==> src/rtl/fb_write_arbiter_if.sv <==
// -----------------------------------------------------------------------------
// fb_write_arbiter_if
// Requester-side bundle of the frame-buffer write arbiter: one valid/ready
// handshake per pixel drawer plus the packed address/data/last of each beat.
//   req_valid [N_REQ]         drawer i has a beat pending
//   req_last  [N_REQ]         that beat is the final one of drawer i's burst
//   req_addr  [N_REQ*ADDR_W]  slice i = [i*ADDR_W +: ADDR_W]
//   req_data  [N_REQ*DATA_W]  slice i = [i*DATA_W +: DATA_W]
//   req_ready [N_REQ]         arbiter accepted drawer i's beat this cycle
// master = drawers side, slave = arbiter side.
// -----------------------------------------------------------------------------
interface fb_write_arbiter_if #(
    parameter int N_REQ  = 4,
    parameter int ADDR_W = 19,
    parameter int DATA_W = 12
);
    logic [N_REQ-1:0]        req_valid;
    logic [N_REQ-1:0]        req_last;
    logic [N_REQ*ADDR_W-1:0] req_addr;
    logic [N_REQ*DATA_W-1:0] req_data;
    logic [N_REQ-1:0]        req_ready;

    modport master (
        output req_valid, req_last, req_addr, req_data,
        input  req_ready
    );

    modport slave (
        input  req_valid, req_last, req_addr, req_data,
        output req_ready
    );
endinterface

==> src/rtl/fb_write_arbiter.sv <==
// -----------------------------------------------------------------------------
// fb_write_arbiter
// Shares the single write port of the frame-buffer RAM between N_REQ pixel
// drawers with round-robin arbitration and bounded bursts. Beats are only
// accepted while the scan-out reader is blanked, so reads and writes of the
// RAM never collide. Everything runs on the rising edge of pclk.
// Ports:
//   pclk, rst        pixel clock, synchronous active-high reset
//   vblnk, hblnk     blanking flags; either one opens the write window
//   req_if           drawer handshake bundle (slave modport)
//   fb_we/addr/data  registered RAM write port, one cycle after acceptance
//   grant_id         current or most recent granted drawer
//   busy             high while a grant is active
//   err_oob          one-cycle pulse after an accepted beat with addr >= FB_DEPTH
// -----------------------------------------------------------------------------
module fb_write_arbiter #(
    parameter int          N_REQ     = 4,
    parameter int          ADDR_W    = 19,
    parameter int          DATA_W    = 12,
    parameter int unsigned FB_DEPTH  = 480000,
    parameter int          MAX_BURST = 16
) (
    input  logic                     pclk,
    input  logic                     rst,
    input  logic                     vblnk,
    input  logic                     hblnk,
    fb_write_arbiter_if.slave        req_if,
    output logic                     fb_we,
    output logic [ADDR_W-1:0]        fb_addr,
    output logic [DATA_W-1:0]        fb_data,
    output logic [$clog2(N_REQ)-1:0] grant_id,
    output logic                     busy,
    output logic                     err_oob
);
    localparam int GW = $clog2(N_REQ);

    typedef enum logic {S_IDLE, S_GRANT} state_t;

    state_t            state_q, state_d;
    logic [GW-1:0]     grant_q, grant_d;
    logic [GW-1:0]     last_grant_q, last_grant_d;
    logic [7:0]        beat_cnt_q, beat_cnt_d;
    logic              fb_we_q, fb_we_d;
    logic [ADDR_W-1:0] fb_addr_q, fb_addr_d;
    logic [DATA_W-1:0] fb_data_q, fb_data_d;
    logic              err_oob_q, err_oob_d;

    logic              win;
    logic [N_REQ-1:0]  ready;
    logic [GW-1:0]     idx;
    logic [GW-1:0]     pick;
    logic              found;
    logic [ADDR_W-1:0] g_addr;
    logic [DATA_W-1:0] g_data;
    logic              accept;
    logic [7:0]        beat_inc;

    always_comb begin
        win      = vblnk | hblnk;
        state_d      = state_q;
        grant_d      = grant_q;
        last_grant_d = last_grant_q;
        beat_cnt_d   = beat_cnt_q;
        fb_we_d      = 1'b0;
        fb_addr_d    = fb_addr_q;
        fb_data_d    = fb_data_q;
        err_oob_d    = 1'b0;
        ready    = '0;
        idx      = '0;
        pick     = grant_q;
        found    = 1'b0;
        accept   = 1'b0;
        beat_inc = beat_cnt_q + 8'd1;
        g_addr   = req_if.req_addr[int'(grant_q)*ADDR_W +: ADDR_W];
        g_data   = req_if.req_data[int'(grant_q)*DATA_W +: DATA_W];

        case (state_q)
            S_IDLE: begin
                // Search starts just after the last winner so every drawer
                // gets a turn before any drawer is served twice.
                for (int k = 1; k <= N_REQ; k++) begin
                    idx = GW'((int'(last_grant_q) + k) % N_REQ);
                    if (!found && req_if.req_valid[idx]) begin
                        found = 1'b1;
                        pick  = idx;
                    end
                end
                if (found) begin
                    grant_d    = pick;
                    beat_cnt_d = 8'd0;
                    state_d    = S_GRANT;
                end
            end
            S_GRANT: begin
                ready[grant_q] = win & req_if.req_valid[grant_q];
                accept         = ready[grant_q];
                if (accept) begin
                    beat_cnt_d = beat_inc;
                    // Out-of-range beats are swallowed so a buggy drawer
                    // cannot stall the port; only the error pulse remains.
                    if (32'(g_addr) < FB_DEPTH) begin
                        fb_we_d   = 1'b1;
                        fb_addr_d = g_addr;
                        fb_data_d = g_data;
                    end else begin
                        err_oob_d = 1'b1;
                    end
                    if (req_if.req_last[grant_q] || beat_inc == 8'(MAX_BURST)) begin
                        state_d      = S_IDLE;
                        last_grant_d = grant_q;
                    end
                end else if (win && !req_if.req_valid[grant_q]) begin
                    // Abandon only counts while the window is open; a closed
                    // window never takes the grant away.
                    state_d      = S_IDLE;
                    last_grant_d = grant_q;
                end
            end
            default: state_d = S_IDLE;
        endcase
    end

    always_ff @(posedge pclk) begin
        if (rst) begin
            state_q      <= S_IDLE;
            grant_q      <= '0;
            last_grant_q <= GW'(N_REQ - 1);
            beat_cnt_q   <= 8'd0;
            fb_we_q      <= 1'b0;
            fb_addr_q    <= '0;
            fb_data_q    <= '0;
            err_oob_q    <= 1'b0;
        end else begin
            state_q      <= state_d;
            grant_q      <= grant_d;
            last_grant_q <= last_grant_d;
            beat_cnt_q   <= beat_cnt_d;
            fb_we_q      <= fb_we_d;
            fb_addr_q    <= fb_addr_d;
            fb_data_q    <= fb_data_d;
            err_oob_q    <= err_oob_d;
        end
    end

    assign req_if.req_ready = ready;
    assign fb_we    = fb_we_q;
    assign fb_addr  = fb_addr_q;
    assign fb_data  = fb_data_q;
    assign grant_id = grant_q;
    assign busy     = (state_q == S_GRANT);
    assign err_oob  = err_oob_q;

endmodule

==> src/flat_wrapper.sv <==
// flat-port wrapper written by rule: the top's interface ports become plain ports
module fb_write_arbiter_flat 
#(
    parameter int          N_REQ     = 4,
    parameter int          ADDR_W    = 19,
    parameter int          DATA_W    = 12,
    parameter int unsigned FB_DEPTH  = 480000,
    parameter int          MAX_BURST = 16
)
  (pclk, rst, vblnk, hblnk, fb_we, fb_addr, fb_data, grant_id, busy, err_oob, req_if_req_valid, req_if_req_last, req_if_req_addr, req_if_req_data, req_if_req_ready);
  fb_write_arbiter_if #(.N_REQ(N_REQ), .ADDR_W(ADDR_W), .DATA_W(DATA_W)) req_if_i ();
  input  logic pclk;
  input  logic rst;
  input  logic vblnk;
  input  logic hblnk;
  output logic fb_we;
  output logic [ADDR_W-1:0] fb_addr;
  output logic [DATA_W-1:0] fb_data;
  output logic [$clog2(N_REQ)-1:0] grant_id;
  output logic busy;
  output logic err_oob;
  input wire logic [$bits(req_if_i.req_valid)-1:0] req_if_req_valid;
  input wire logic [$bits(req_if_i.req_last)-1:0] req_if_req_last;
  input wire logic [$bits(req_if_i.req_addr)-1:0] req_if_req_addr;
  input wire logic [$bits(req_if_i.req_data)-1:0] req_if_req_data;
  output wire logic [$bits(req_if_i.req_ready)-1:0] req_if_req_ready;
  assign req_if_i.req_valid = req_if_req_valid;
  assign req_if_i.req_last = req_if_req_last;
  assign req_if_i.req_addr = req_if_req_addr;
  assign req_if_i.req_data = req_if_req_data;
  assign req_if_req_ready = req_if_i.req_ready;
  fb_write_arbiter #(.N_REQ(N_REQ), .ADDR_W(ADDR_W), .DATA_W(DATA_W), .FB_DEPTH(FB_DEPTH), .MAX_BURST(MAX_BURST)) u_core (.pclk(pclk), .rst(rst), .vblnk(vblnk), .hblnk(hblnk), .req_if(req_if_i), .fb_we(fb_we), .fb_addr(fb_addr), .fb_data(fb_data), .grant_id(grant_id), .busy(busy), .err_oob(err_oob));
endmodule
==> config.mk <==
export PLATFORM = sky130hd
export DESIGN_NAME = fb_write_arbiter_flat
export DESIGN_NICKNAME = d
export VERILOG_FILES = /design/src/rtl/fb_write_arbiter_if.sv /design/src/rtl/fb_write_arbiter.sv /design/src/flat_wrapper.sv
export SDC_FILE = /design/constraint.sdc
export NUM_CORES = 1
export LEC_CHECK = 0
export ABC_AREA = 1
export CAP_MARGIN = 20
export CORE_ASPECT_RATIO = 1.5
export CORE_MARGIN = 1.5
export CORE_UTILIZATION = 42
export CTS_CLUSTER_SIZE = 8
export DETAILED_ROUTE_END_ITERATION = 12
export HOLD_SLACK_MARGIN = 0.02
export PLACE_DENSITY = 0.93
export SYNTH_ARGS = -nofsm -noshare
export SYNTH_HDL_FRONTEND = slang
export SYNTH_SLANG_ARGS = --single-unit
==> constraint.sdc <==
create_clock -name pclk -period 5 [get_ports pclk]
set_clock_uncertainty 0.15 [all_clocks]
set_input_delay 1.5 -clock pclk [delete_from_list [all_inputs] [get_ports pclk]]
set_output_delay 1.5 -clock pclk [all_outputs]
set_load 0.05 [all_outputs]
# Word-level counts from Yosys, hierarchy flattened
# Cells that the tools add are included.
dict set report word_totals {
  reg_bits 46
  out_inout_bits 40
}
dict set report classes {
  eq_ne 4
  n_lt_le_gt_ge 7
  mul 2
  bitwise_logic 5
  n_addsub 5
  reduce_logical 17
  muxes 42
  shifts 2
}
# cell count
set ops {}
lappend ops {{indexed part select 76 x 32 -> 19 bit} 1}
lappend ops {{indexed part select 48 x 32 -> 12 bit} 1}
lappend ops {{two-way mux 1 bit} 22}
lappend ops {{< comparator 19 bit (second input constant)} 1}
lappend ops {{two-way mux 8 bit} 2}
lappend ops {{case mux 8 bit (2 select lines)} 1}
lappend ops {{< comparator 2 x 3 -> 1 bit (second input constant)} 5}
lappend ops {{binary-select mux 1 bit (select 2 bit)} 7}
lappend ops {{two-way mux 2 bit} 7}
lappend ops {{AND reduction 3 bit} 3}
lappend ops {{adder 8 x 1 -> 8 bit (second input constant)} 1}
lappend ops {{equality test 8 x 5 -> 1 bit (second input constant)} 1}
lappend ops {{multiplier 2 x 5 -> 7 bit (second input constant)} 1}
lappend ops {{logical AND 1 bit} 5}
lappend ops {{adder 2 x 1 -> 2 bit (second input constant)} 2}
lappend ops {{adder 2 bit (second input constant)} 2}
lappend ops {{bitwise AND 4 bit} 1}
lappend ops {{zero test 1 bit} 4}
lappend ops {{multiplier 2 x 2 -> 4 bit (second input constant)} 1}
lappend ops {{two-way mux 4 bit} 1}
lappend ops {{!= test 2 bit (second input constant)} 2}
lappend ops {{nonzero test 4 bit} 1}
lappend ops {{OR reduction 3 bit} 1}
lappend ops {{demux 1 bit (select 2 bit)} 1}
lappend ops {{other kinds (9)} 10}

# Logic depth before layout (Yosys ltp)
# Gate-level depths: netlist of run 1.
dict set report depth {
  word_depth 19
  ltp_mapped 15
  ltp_nobuf 14
}

# Worst setup path after synthesis of run 1
# No wires, ideal clock.
dict set report synth_timing {
  path_type {input to output}
  from {input hblnk}
  to {output req_if_req_ready[0]}
  cell_stages 4
  required_time_ps 3350
  path_slack_ps 731
  arrival_ps 2619
  cell_sequence {nor2_1 nor2_1 nand2_2 nor2_1}
}
dict set report synth_via {
  elab_chain_cells 4
}
# item line_no
set synth_rtl {}
lappend synth_rtl {{start, declared} flat_wrapper.sv:15} ;# input logic hblnk;
lappend synth_rtl {{OR 1 bit} fb_write_arbiter.sv:59} ;# win = vblnk | hblnk;
lappend synth_rtl {{bitwise AND 1 bit} fb_write_arbiter.sv:95} ;# ready[grant_q] = win & req_if.req_valid[grant_q];
lappend synth_rtl {{bitwise AND 4 bit (no source line)} -}
lappend synth_rtl {{two-way mux 4 bit} fb_write_arbiter.sv:77} ;# case (state_q)
lappend synth_rtl {{end, declared} flat_wrapper.sv:26} ;# output wire logic [$bits(req_if_i.req_ready)-1:0] req_if_req_ready;
# No other way between the ends.

# Final worst setup path of run 1
dict set report layout_timing {
  from {input req_if_req_valid[3]}
  to {output req_if_req_ready[0]}
}
dict set report layout_via {
  elab_chain_cells 5
}
# item line_no
set layout_rtl {}
lappend layout_rtl {{start, declared} flat_wrapper.sv:22} ;# input wire logic [$bits(req_if_i.req_valid)-1:0] req_if_req_valid;
lappend layout_rtl {{binary-select mux 1 bit (select 2 bit)} fb_write_arbiter.sv:95}
lappend layout_rtl {{two-way mux 1 bit (not written as such)} fb_write_arbiter.sv:95}
lappend layout_rtl {{bitwise AND 1 bit} fb_write_arbiter.sv:95}
lappend layout_rtl {{bitwise AND 4 bit (no source line)} -}
lappend layout_rtl {{two-way mux 4 bit} fb_write_arbiter.sv:77}
# No other way between the ends. The select of a mux whose other input is x is not followed.

==> results.txt, run 1 <==
----------------------------------------------------
[Outcome]
  Outcome ... completed

[Routing]
  Count of antenna-violating nets left after detailed routing ... 0
  Count of vias placed by the detailed router ... 4,116
  Total iterations of the first detailed-routing run ... 4
  Final wirelength ... 11,600 um
  Detailed-route vias per instance ... 5.20
  Initial DRC count ... 255
  Mean routed wirelength per cell ... 14.7 um
  Number of remaining DRC errors ... 0

[Clock network]
  Later-pin clock latency in the skew report ... 300 ps
  Total CTS buffers ... 5
  Register clock-pin slew on the reported worst setup and hold paths ... 80 ps
  Clock sink count ... 46
  Buffers from clock root to sink, at most ... 2
  Buffers inserted by post-CTS timing repair ... 0
  Total of cells resized after clock tree synthesis ... 0
  TritonCTS clock tree ... yes
  CTS H-tree depth ... 2
  Total of hold buffers inserted after clock tree synthesis ... 0
  Cell at the root of the clock tree ... sky130_fd_sc_hd__clkbuf_8

[STA]
  Number of setup violations in the final report ... 0
  Worst slew margin relative to its limit ... 44.9%
  Max Clk Rate ... 217 MHz
  Setup repair after global routing missed its margin ... no
  Total negative setup slack ... 0 ps
  Slew at the pin closest to its max-slew limit ... 826 ps
  Final clock period utilization by the worst path ... 92.3%
  Number of max-slew violations in the final report ... 0
  Final Hold Vio Count ... 0
  Min Clock Period, post-route ... 4610 ps

[Die]
  Placeable core area ... 7270 sq um
  Total die area ... 8090 sq um
  Initial Utilization ... 43.6%
  Die Width ... 73.9 um
  Ports ... 176
  Site row count ... 38
  Die span in y ... 109 um

[Pwr]
  Leakage ... 2.17 nW
  Cell area power density ... 473 nW/um^2
  Worst ir drop on vdd ... 345 uV
  Overall Power ... 0.00240 W

[Synthesis]
  Netlist Area Pre-Place ... 3170 sq um
  Number of instances in the synthesized netlist ... 535
  Dominant cells by area after synthesis ... sky130_fd_sc_hd__dfxtp_1 (29%), sky130_fd_sc_hd__nand2_1 (23%), sky130_fd_sc_hd__nor2_1 (10%), sky130_fd_sc_hd__nand4_1 (6.3%), sky130_fd_sc_hd__a22oi_1 (5.2%)
  Yosys warnings ... 0
  Per-instance average area after synthesis ... 5.93 sq um
  Library cell with the largest summed area after synthesis ... sky130_fd_sc_hd__dfxtp_1
  Proportion of netlist area held by the largest area contributor ... 29.0%
  Synthesized flop and latch total ... 46
  Share of the yosys chip area belonging to registers ... 29.0%
  Synthesized netlist net count ... 672
  Distinct cells, synth ... 31

[Setup path]
  Required @ worst endpoint ... 3350 ps
  Worst path cell trace ... clkdlybuf4s50_1 > inv_1 > o2111ai_1 > nand2_2 > nor2_1 > buf_12
  Slowest CP cell ... sky130_fd_sc_hd__clkdlybuf4s50_1
  Worst path max stage delay ... 460 ps
  Setup crit start kind ... input port
  Critical path capture point type ... primary output
  Crit-path max FO ... 10
  Critical path class ... in -> out
  WP data arrival ... 2960 ps

[Final layout]
  Commonest non-fill, non-tap cells in the layout ... sky130_fd_sc_hd__nand2_1 (197), sky130_fd_sc_hd__clkdlybuf4s50_1 (171), sky130_fd_sc_hd__nor2_1 (85)
  Fraction of layout cells with a size suffix above 1 ... 5.06%
  Utilization after layout ... 69.7%
  Area delta synth->final ... 59.8%
  Final standard cell count with taps included and fillers excluded ... 792
  Most common cell after layout, fill and taps aside ... sky130_fd_sc_hd__nand2_1
  Count of antenna diodes in the layout ... 0
  Net total in the final layout ... 828

[Placed design]
  Number of cells in the design after placement ... 784
  Dpl hpwl ... 9010 um
  Global placer's final weighted congestion ... 0.962
  Total of buffers placed on input and output ports ... 175

[Global routing]
  GRT Overall Usage ... 28.1%
  First-pass GRT wire length ... 17,700 um
  Vias in the first global route ... 3,888
  Remaining Overflow, GRT ... 0
  Largest net degree at the start of global routing ... 40
  Number of antenna violations at the first check in global routing ... 0

[Worst hold path]
  Min-Delay Path Class ... reg -> reg

[Run]
  Number of violations of the max-capacitance limit ... 0

----------------------------------------------------
## state kept, by name (all words and copies together) (netlist names)
register	flops
u_core.grant_id	2
u_core.fb_addr	19
u_core.err_oob	1
u_core.beat_cnt_q	8
u_core.last_grant_q	2
u_core.busy	1
u_core.fb_we	1
u_core.fb_data	12
## power by group
part,switching [W],internal [W]
combinational,0.00102,0.000549
sequential,0.0000986,0.000454
clock,0.000124,0.000149
## path summary, 6_finish.rpt
| path | startpoint | endpoint | slack, ps | cells past startpoint |
|---|---|---|---|---|
| worst max-delay path | req_if_req_valid[3] | req_if_req_ready[0] | 390 | 6 |
| worst min-delay path | u_core.fb_addr[2] | u_core.fb_addr[2] | 340 | 2 |
| worst max register to register | u_core.grant_id[0] | u_core.fb_data[5] | 1290 | 13 |
| worst min register to register | u_core.fb_addr[2] | u_core.fb_addr[2] | 340 | 2 |
## worst max-delay path, delay by kind of cell
family | cells | cell delay, ps
compound gates | 1 | 290
buf+inv | 3 | 680
simple gates | 2 | 480
## cell usage after synthesis
cell type / instances
sky130_fd_sc_hd__o21ai_0: 16
sky130_fd_sc_hd__inv_4: 1
sky130_fd_sc_hd__nor2_1: 85
sky130_fd_sc_hd__inv_1: 20
sky130_fd_sc_hd__nand4_1: 32
sky130_fd_sc_hd__xnor2_1: 1
sky130_fd_sc_hd__o21ai_1: 3
sky130_fd_sc_hd__nor2_4: 3
sky130_fd_sc_hd__dfxtp_1: 46
sky130_fd_sc_hd__clkinv_1: 1
sky130_fd_sc_hd__clkbuf_1: 13
sky130_fd_sc_hd__or2_2: 2
sky130_fd_sc_hd__xor2_1: 4
sky130_fd_sc_hd__ha_1: 1
sky130_fd_sc_hd__nand2_2: 2
sky130_fd_sc_hd__nor4_1: 1
sky130_fd_sc_hd__nand3_2: 2
sky130_fd_sc_hd__o2111ai_1: 1
sky130_fd_sc_hd__buf_4: 4
sky130_fd_sc_hd__nor2_2: 2
sky130_fd_sc_hd__nand3b_1: 1
sky130_fd_sc_hd__nand3_1: 22
sky130_fd_sc_hd__clkbuf_2: 1
sky130_fd_sc_hd__buf_2: 10
sky130_fd_sc_hd__inv_2: 5
sky130_fd_sc_hd__nand2_1: 197
sky130_fd_sc_hd__nor3_1: 1
sky130_fd_sc_hd__a22oi_1: 22
sky130_fd_sc_hd__nor3b_1: 1
sky130_fd_sc_hd__a21oi_1: 31
sky130_fd_sc_hd__buf_6: 4
## cell families after synthesis
logic type,Yosys count,synth area share (%)
AND/OR/NAND/NOR,351,46.9
AO/OA/AOI/OAI,73,13.4
buffers and inverters,59,8.92
flip-flops,46,29.0
XOR/XNOR,5,1.38
adder cells (fa/ha/maj),1,0.395
## stage by stage
stage / hold WS, ps / instance area [sq um] / setup slack [ps]
after floorplan: 297 / 3170 / 731
after global placement: 303 / 4960 / 474
after detailed placement: 324 / 4960 / 392
after CTS: 338 / 5070 / 378
after global routing: 360 / 5070 / 287
final: 337 / 5070 / 387
## final cells by class
cell class | instances | area, sq um
fill | 619 | 2210
clock buffer | 6 | 72.6
sequential | 46 | 921
timing repair buffer | 181 | 1840
multi-input combinational | 430 | 1970
clock inverter | 2 | 37.5
tap | 100 | 125
inverter | 27 | 104
## metal layers
metal | vias up | global-route usage (%) | routed length (um)
li1 | 2060 | - | -
met1 | 1831 | 28.7 | 4140
met2 | 179 | 50.4 | 6000
met3 | 46 | 6.05 | 820
met4 | 0 | 17.5 | 659
met5 | - | 0 | 0
Note: power is estimated with default switching activity, not from simulation.
==> run 2: changes to the inputs <==
Settings changed: SETUP_SLACK_MARGIN set to 0.02.
==> results of run 2 <==
No change in the layout: final DEF, timing and power equal those of run 1.
